`src/rtl/cpu_ctrl_if.sv`:
```
// Bundle of the sequencer's instruction ROM, register file and status signals.
// master = cpu_ctrl side, slave = ROM/register-file side.
interface cpu_ctrl_if #(
    parameter int PC_W = 4
);
    logic [PC_W-1:0] pc;
    logic [7:0]      instr;
    logic [3:0]      out_a;
    logic [3:0]      out_b;
    logic [1:0]      sel_a;
    logic [1:0]      sel_b;
    logic            write_en;
    logic [1:0]      sel_w;
    logic [3:0]      data_in;
    logic            zero;
    logic            carry;
    logic            halted;

    modport master (
        output pc, sel_a, sel_b, write_en, sel_w, data_in, zero, carry, halted,
        input  instr, out_a, out_b
    );

    modport slave (
        input  pc, sel_a, sel_b, write_en, sel_w, data_in, zero, carry, halted,
        output instr, out_a, out_b
    );
endinterface

```
`src/rtl/cpu_ctrl.sv`:
```
// Fetch/decode/execute/writeback sequencer for the 4-bit CPU; drives the 4x4 register file.
// state  | meaning
// FETCH  | latch instr into IR
// DECODE | drive register file read selects from IR
// EXEC   | register ALU result and flags; arm the write for WB
// WB     | register file write pulse; pc update
// HALT   | terminal until rst
module cpu_ctrl #(
    parameter int PC_W = 4
) (
    input  logic      clk,
    input  logic      rst,
    cpu_ctrl_if.master bus
);
    localparam logic [2:0] S_FETCH  = 3'd0;
    localparam logic [2:0] S_DECODE = 3'd1;
    localparam logic [2:0] S_EXEC   = 3'd2;
    localparam logic [2:0] S_WB     = 3'd3;
    localparam logic [2:0] S_HALT   = 3'd4;

    localparam logic [1:0] OP_LDI = 2'd0;
    localparam logic [1:0] OP_ADD = 2'd1;
    localparam logic [1:0] OP_SUB = 2'd2;
    localparam logic [1:0] OP_CTL = 2'd3;

    localparam logic [1:0] SUB_JMP  = 2'd0;
    localparam logic [1:0] SUB_JZ   = 2'd1;
    localparam logic [1:0] SUB_HALT = 2'd3;

    logic [2:0]      state;
    logic [PC_W-1:0] pc;
    logic [7:0]      ir;
    logic [1:0]      sel_a;
    logic [1:0]      sel_b;
    logic [1:0]      sel_w;
    logic [3:0]      data_in;
    logic            write_en;
    logic            zero;
    logic            carry;
    logic            halted;

    logic [1:0] op;
    logic [1:0] subop;
    logic [3:0] imm;
    logic [4:0] alu;

    assign op    = ir[7:6];
    assign subop = ir[5:4];
    assign imm   = ir[3:0];

    // Bit 4 is carry-out for ADD and borrow (rd < rs) for SUB.
    always_comb begin
        alu = 5'd0;
        case (op)
            OP_LDI:  alu = {1'b0, imm};
            OP_ADD:  alu = {1'b0, bus.out_a} + {1'b0, bus.out_b};
            OP_SUB:  alu = {1'b0, bus.out_a} - {1'b0, bus.out_b};
            default: alu = 5'd0;
        endcase
    end

    always_ff @(posedge clk) begin
        if (rst) begin
            state    <= S_FETCH;
            pc       <= '0;
            ir       <= 8'd0;
            sel_a    <= 2'd0;
            sel_b    <= 2'd0;
            sel_w    <= 2'd0;
            data_in  <= 4'd0;
            write_en <= 1'b0;
            zero     <= 1'b0;
            carry    <= 1'b0;
            halted   <= 1'b0;
        end else begin
            write_en <= 1'b0;
            case (state)
                S_FETCH: begin
                    ir    <= bus.instr;
                    state <= S_DECODE;
                end
                S_DECODE: begin
                    sel_a <= ir[5:4];
                    sel_b <= ir[3:2];
                    state <= S_EXEC;
                end
                S_EXEC: begin
                    // data_in doubles as the result register so it is stable during WB.
                    if (op != OP_CTL) begin
                        data_in  <= alu[3:0];
                        zero     <= (alu[3:0] == 4'd0);
                        write_en <= 1'b1;
                        sel_w    <= ir[5:4];
                        if (op != OP_LDI) begin
                            carry <= alu[4];
                        end
                    end
                    state <= S_WB;
                end
                S_WB: begin
                    if (op == OP_CTL && subop == SUB_HALT) begin
                        state  <= S_HALT;
                        halted <= 1'b1;
                    end else begin
                        state <= S_FETCH;
                        if (op == OP_CTL && (subop == SUB_JMP || (subop == SUB_JZ && zero))) begin
                            pc <= PC_W'(imm);
                        end else begin
                            pc <= pc + PC_W'(1);
                        end
                    end
                end
                S_HALT: state <= S_HALT;
                default: state <= S_FETCH;
            endcase
        end
    end

    assign bus.pc       = pc;
    assign bus.sel_a    = sel_a;
    assign bus.sel_b    = sel_b;
    assign bus.sel_w    = sel_w;
    assign bus.data_in  = data_in;
    assign bus.write_en = write_en;
    assign bus.zero     = zero;
    assign bus.carry    = carry;
    assign bus.halted   = halted;
endmodule
```
`src/flat_wrapper.sv`:
```
// flat-port wrapper written by rule: the top's interface ports become plain ports
module cpu_ctrl_flat 
#(
    parameter int PC_W = 4
)
  (clk, rst, bus_pc, bus_sel_a, bus_sel_b, bus_write_en, bus_sel_w, bus_data_in, bus_zero, bus_carry, bus_halted, bus_instr, bus_out_a, bus_out_b);
  cpu_ctrl_if #(.PC_W(PC_W)) bus_i ();
  input  logic clk;
  input  logic rst;
  output wire logic [$bits(bus_i.pc)-1:0] bus_pc;
  output wire logic [$bits(bus_i.sel_a)-1:0] bus_sel_a;
  output wire logic [$bits(bus_i.sel_b)-1:0] bus_sel_b;
  output wire logic [$bits(bus_i.write_en)-1:0] bus_write_en;
  output wire logic [$bits(bus_i.sel_w)-1:0] bus_sel_w;
  output wire logic [$bits(bus_i.data_in)-1:0] bus_data_in;
  output wire logic [$bits(bus_i.zero)-1:0] bus_zero;
  output wire logic [$bits(bus_i.carry)-1:0] bus_carry;
  output wire logic [$bits(bus_i.halted)-1:0] bus_halted;
  input wire logic [$bits(bus_i.instr)-1:0] bus_instr;
  input wire logic [$bits(bus_i.out_a)-1:0] bus_out_a;
  input wire logic [$bits(bus_i.out_b)-1:0] bus_out_b;
  assign bus_pc = bus_i.pc;
  assign bus_sel_a = bus_i.sel_a;
  assign bus_sel_b = bus_i.sel_b;
  assign bus_write_en = bus_i.write_en;
  assign bus_sel_w = bus_i.sel_w;
  assign bus_data_in = bus_i.data_in;
  assign bus_zero = bus_i.zero;
  assign bus_carry = bus_i.carry;
  assign bus_halted = bus_i.halted;
  assign bus_i.instr = bus_instr;
  assign bus_i.out_a = bus_out_a;
  assign bus_i.out_b = bus_out_b;
  cpu_ctrl #(.PC_W(PC_W)) u_core (.clk(clk), .rst(rst), .bus(bus_i));
endmodule
```
`config.mk`:
```
export PLATFORM = sky130hd
export DESIGN_NAME = cpu_ctrl_flat
export DESIGN_NICKNAME = d
export VERILOG_FILES = /design/src/rtl/cpu_ctrl_if.sv /design/src/rtl/cpu_ctrl.sv /design/src/flat_wrapper.sv
export SDC_FILE = /design/constraint.sdc
export NUM_CORES = 1
export LEC_CHECK = 0
export ABC_AREA = 1
export CORE_MARGIN = 3
export CORE_UTILIZATION = 44
export DETAILED_ROUTE_END_ITERATION = 8
export PLACE_DENSITY = 0.72
export REMOVE_ABC_BUFFERS = 1
export SLEW_MARGIN = 20
export SYNTH_ARGS = -nofsm -noshare
export SYNTH_HDL_FRONTEND = slang
export SYNTH_SLANG_ARGS = --single-unit
```
`constraint.sdc`:
```
create_clock -name clk -period 2.1 [get_ports clk]
set_clock_uncertainty 0.15 [all_clocks]
set_input_delay 0.315 -clock clk [delete_from_list [all_inputs] [get_ports clk]]
set_output_delay 0.315 -clock clk [all_outputs]
set_load 0.05 [all_outputs]
```
* After elaboration in Yosys (flattened, before gate mapping)
Cells that the tools add are included.
** Word-level totals
- Register bits after elaboration :: 29
- Input bits :: 18
- Output and inout port bits :: 18
- Word-level logic and storage cells :: 45
** Cells by class
- Add/sub/neg operators :: 3
- Eq/ne operators :: 10
- Mux-type cells :: 5
- Bitwise operators :: 2
- Reduce and logical (&&, ||, !) cells :: 14
** Operators by type and width (number)
- $pmux 3 s5 :: 1
- $pmux 5 s3 :: 1
- $eq 2x2->1 const B :: 3
- $eq 3x2->1 const B :: 2
- $reduce_and 2->1 :: 3
- $add 4x4->5 :: 1
- $sub 4x4->5 :: 1
- $add 4x1->4 const B :: 1
- $eq 2x1->1 const B :: 2
- $logic_not 2->1 :: 2
- $logic_not 4->1 :: 1
- $mux 4 :: 1
- $eq 3x1->1 const B :: 1
- $eq 3x3->1 const B :: 1
- $logic_and 1x1->1 :: 3
- $logic_not 3->1 :: 1
- $mux 3 :: 1
- $reduce_and 3->1 :: 1
- $ne 2x2->1 const B :: 1
- $not 1->1 :: 2
- $reduce_bool 2->1 :: 1
- $reduce_or 2->1 :: 1
- $logic_or 1x1->1 :: 1
- $mux 1 :: 1

* Longest topological paths before layout
- Depth after elaboration :: 5
- Gate-level depth with buffers :: 16
- Gate-level depth less buffers :: 16

* Worst setup path before layout
Ideal clock, no wire load.
- Path kind :: register to register
- From :: reg u_core.ir[6]
- To :: reg u_core.zero (netlist: u_core.bus.zero)
- Library setup time :: 0.064 ns
- Arrival time :: 1.917 ns
- Data required time :: 1.886 ns
- Path slack :: -0.031 ns
- Cell stages (with the launch flop) :: 14
- Buffers on the path :: 0
- Period minus slack after synthesis :: 2.131 ns
- Path through :: dfxtp_1 -> inv_1 -> ha_1 -> o21ai_0 -> fa_1 -> nand2_1 -> nand2_1 -> nand2_1 -> nand2_1 -> nor2_1 -> nand2_1 -> nor2_1 -> nor2_1 -> nor2_1
** Between the ends
- Word-level cells in the longest chain between the ends :: 3
- Elaborated cells on any way between the ends :: 7
- Those cells by class :: eq/ne (3); mux (1); reduce/logical (3)
** Ends and longest elaborated chain
- from (decl) :: RTL line cpu_ctrl.sv:32 : logic [7:0] ir;
- from (signal assigned) :: RTL line cpu_ctrl.sv:79 : ir <= bus.instr;
- $eq 2x2->1, or another cell as far along :: RTL line cpu_ctrl.sv:54 : case (op)
- $pmux 5 s3 :: RTL line cpu_ctrl.sv:54
- $logic_not 4->1 :: RTL line cpu_ctrl.sv:91 : zero <= (alu[3:0] == 4'd0);
- to (signal assigned) :: RTL line cpu_ctrl.sv:91
- to (decl) :: RTL line cpu_ctrl.sv:38 : logic zero;
Parallel ways exist; a longest one is shown, timed or not.
A chain may end at the register's enable or synchronous reset.

* Final worst setup path
Same ends and word-level chain as after synthesis.

==> impl_metrics.ini <==
[outcome]
outcome = finished clean

[sta]
final.hold.worst_slack_ps = 296
finalMaxSlewViolations = 0
grt_setup_unrepaired = true
setup_tns_ps = 0
finalHoldViolCount = 0
layout_worst_path_cycle_share_pct = 99.3
max_freq_ghz = 0.480
setup_viol = 0
fin_crit_ps = 2080
worst_pin_slew_ps = 515
slew_headroom_pct = 65.7

[layout]
drive_above_1_share_pct = 21.3
multi_input_area_um2 = 861
fillerInstances = 276
syn_to_final_growth_pct = 45.1
nets = 287
register_area_um2 = 582
antennaDiodeCount = 0
fin_area_um2 = 2160

[placement]
hpwl_um = 2380
gp_congestion = 0.788
placed_area_um2 = 1960
portBuffers = 35

[detailed_routing]
drt_iter0_drc = 83
avgViaCountPerCell = 4.92
drc = 0
dr_total_vias = 1486
wl_um = 3450
ant_nets = 0
wl_per_cell_um = 11.4
dr.pass1.iters = 5

[grt]
grt_use_met3_pct = 6.15
grtUsageMet1_pct = 21.7
antenna_found_initial = 0
top_usage_layer = met2
grt_overflow_total = 0
grt_max_degree = 21
grt_pass1_vias = 1396
grt_pass1_wl_um = 5910
track_usage_pct = 18.3
met2_usage_pct = 29.8

[yosys]
synthFlopType = dfxtp_1
ys_seq_area_share_pct = 38.9
synth_edf_count = 0
ys_seq_elements = 29
yosysWarnings = 0
async_flop_share_pct = 0
yosys-top-cells-area = dfxtp_1, inv_1, ha_1
synth_top_area_share_pct = 38.9
syn_inst = 204
ys_types = 26
synth.most_common_cell = inv_1
synth_common_cells = inv_1, dfxtp_1, nand2_1
synth_area_um2 = 1490
syn_area_per_cell_um2 = 7.31
yosys.area.top_type = dfxtp_1

[power_and_ir_drop]
ir_drop_mv = 0.423
leakagePower_nw = 0.943
power_density_nw_per_um2 = 662

[setup_path]
start_kind = register
end_kind = register
rr_worst_depth = 13
arrival_ps = 2200
slowest_stage = fa_2
crit_type = register to register
r2r_setup_slack_ps = 20
cp_cell_sequence = inv_2 -> ha_4 -> o21ai_2 -> fa_2 -> nand2_1 -> nand2_1 -> nand2_1 -> nand2_1 -> nor2_1 -> nand2_1 -> nor2_1 -> nor2_1 -> nor2_1
timing.rr.end = u_core.bus.zero
cpMostUsedCell = nand2_1
worstPathRequired_ps = 2210
r2r-start = u_core.ir[6]
startpoint = u_core.ir[6]
crit_end = u_core.bus.zero
slowest_delay_ps = 450
worstPathMaxFanout = 5

[die]
initial_utilization_pct = 47.3
die_y_um = 64.2
die_w_um = 64.2
rows = 20
coreArea_um2 = 3150
die_area_um2 = 4120
ios = 36

[cts]
cts-root-buf = clkbuf_4
cts_hold_buf = 0
insertion_delay_ps = 320
cts.clk_slew.worst_paths_ps = 100
h-tree-depth = 2
clock_path_buffers = 2
cts_tree = built
cts_made_buffers = 5
cts.sinks = 29

[worst_hold_path]
worstHoldPathType = register to register

[job]
max-cap-violations = 0
## report_power, final
part	internal (mW)	switching (mW)	total, mW
Combinational	0.206	0.271	0.477
Sequential	0.589	0.0262	0.615
Clock	0.158	0.183	0.341
## stage by stage
step                power [mW]  instances  util [%]  worst slack (ps)
floorplan                0.871        199         -             -37.1
global placement          1.03        291      62.3              -518
detailed placement        1.03        291      62.3              -554
CTS                       1.41        302      66.6              18.7
global route              1.53        302      68.6              -116
finish                    1.43        302      68.6              15.1
## per-layer routing
metal	wire, um	vias to the layer above
met1	1510	668
li1	-	763
met4	79	0
met3	190	10
met2	1670	45
met5	0	-
## how the worst min path moves through the flow
stage	endpoint	cells after the start	slack, ps	start
after global routing	u_core.bus.halted	2	320	u_core.bus.halted
after floorplan	u_core.bus.carry	1	230	rst
after global placement	u_core.bus.sel_a[1]	2	280	u_core.bus.sel_a[1]
final	u_core.bus.sel_a[1]	2	300	u_core.bus.sel_a[1]
after detailed placement	u_core.bus.sel_a[1]	2	290	u_core.bus.sel_a[1]
after CTS	u_core.bus.sel_a[1]	2	300	u_core.bus.sel_a[1]
## placed cells by master (no fill, tap or decap)
cell             count
a21oi_1             19
a21oi_2              5
a31oi_2              1
buf_4               17
clkbuf_1             1
clkbuf_4             5
clkbuf_8             1
clkdlybuf4s15_1      1
clkdlybuf4s50_1     32
dfxtp_1             28
dfxtp_2              1
dlygate4sd2_1        1
dlymetal6s2s_1       1
fa_2                 1
ha_1                 6
ha_4                 4
inv_1               29
inv_2                6
nand2_1             25
nand2_2              3
nand3_1              9
nand3_2              1
nand3b_1             1
nand4_1              1
nor2_1              20
nor2_2               4
nor2_4               2
nor3_2               1
nor3_4               1
o211ai_1             3
o21ai_0             20
o21ai_1              2
o21ai_2              1
o21bai_1             1
or2_2                1
xor2_1               3
## what timing repair did
action / 4_1_cts / 5_1_grt
endpoints found under the setup margin: 5 / 5
endpoints found under the hold margin: 0 / 0
buffers inserted: 4 / 1
cloned: 0 / 0
pin swaps: 8 / 10
gates resized for setup: 17 / 18
## flip-flops by register name, indices dropped and copies added, names as in the netlist
| name | count |
|---|---|
| u_core.bus.sel_w | 2 |
| u_core.bus.zero | 1 |
| u_core.bus.pc | 4 |
| u_core.state | 3 |
| u_core.bus.write_en | 1 |
| u_core.bus.data_in | 4 |
| u_core.bus.halted | 1 |
| u_core.bus.carry | 1 |
| u_core.ir | 8 |
| u_core.bus.sel_b | 2 |
| u_core.bus.sel_a | 2 |
## cell families (layout without fill, tap and decap cells)
family	after synthesis	count (layout)	synth area share, %
simple gates	69	69	20.5
compound gates	52	52	18.2
flops	29	29	38.9
xor+xnor	3	3	1.76
fa+ha+maj	11	11	9.73
buf+inv	40	94	10.9
## cell type report
class / instances / area share [%]
tap: 44 / 2.54
clock buffer: 7 / 2.54
multi-input combinational: 135 / 39.8
sequential: 29 / 26.9
inverter: 35 / 6.07
timing repair buffer: 52 / 22.2
## critical path: cells and delay by family (launching register included)
family | cells | cell delay, ps
simple gates | 9 | 680
fa+ha+maj | 2 | 630
flops | 1 | 340
compound gates | 1 | 170
buf+inv | 1 | 50
Note: power is estimated with default switching activity, not from simulation.
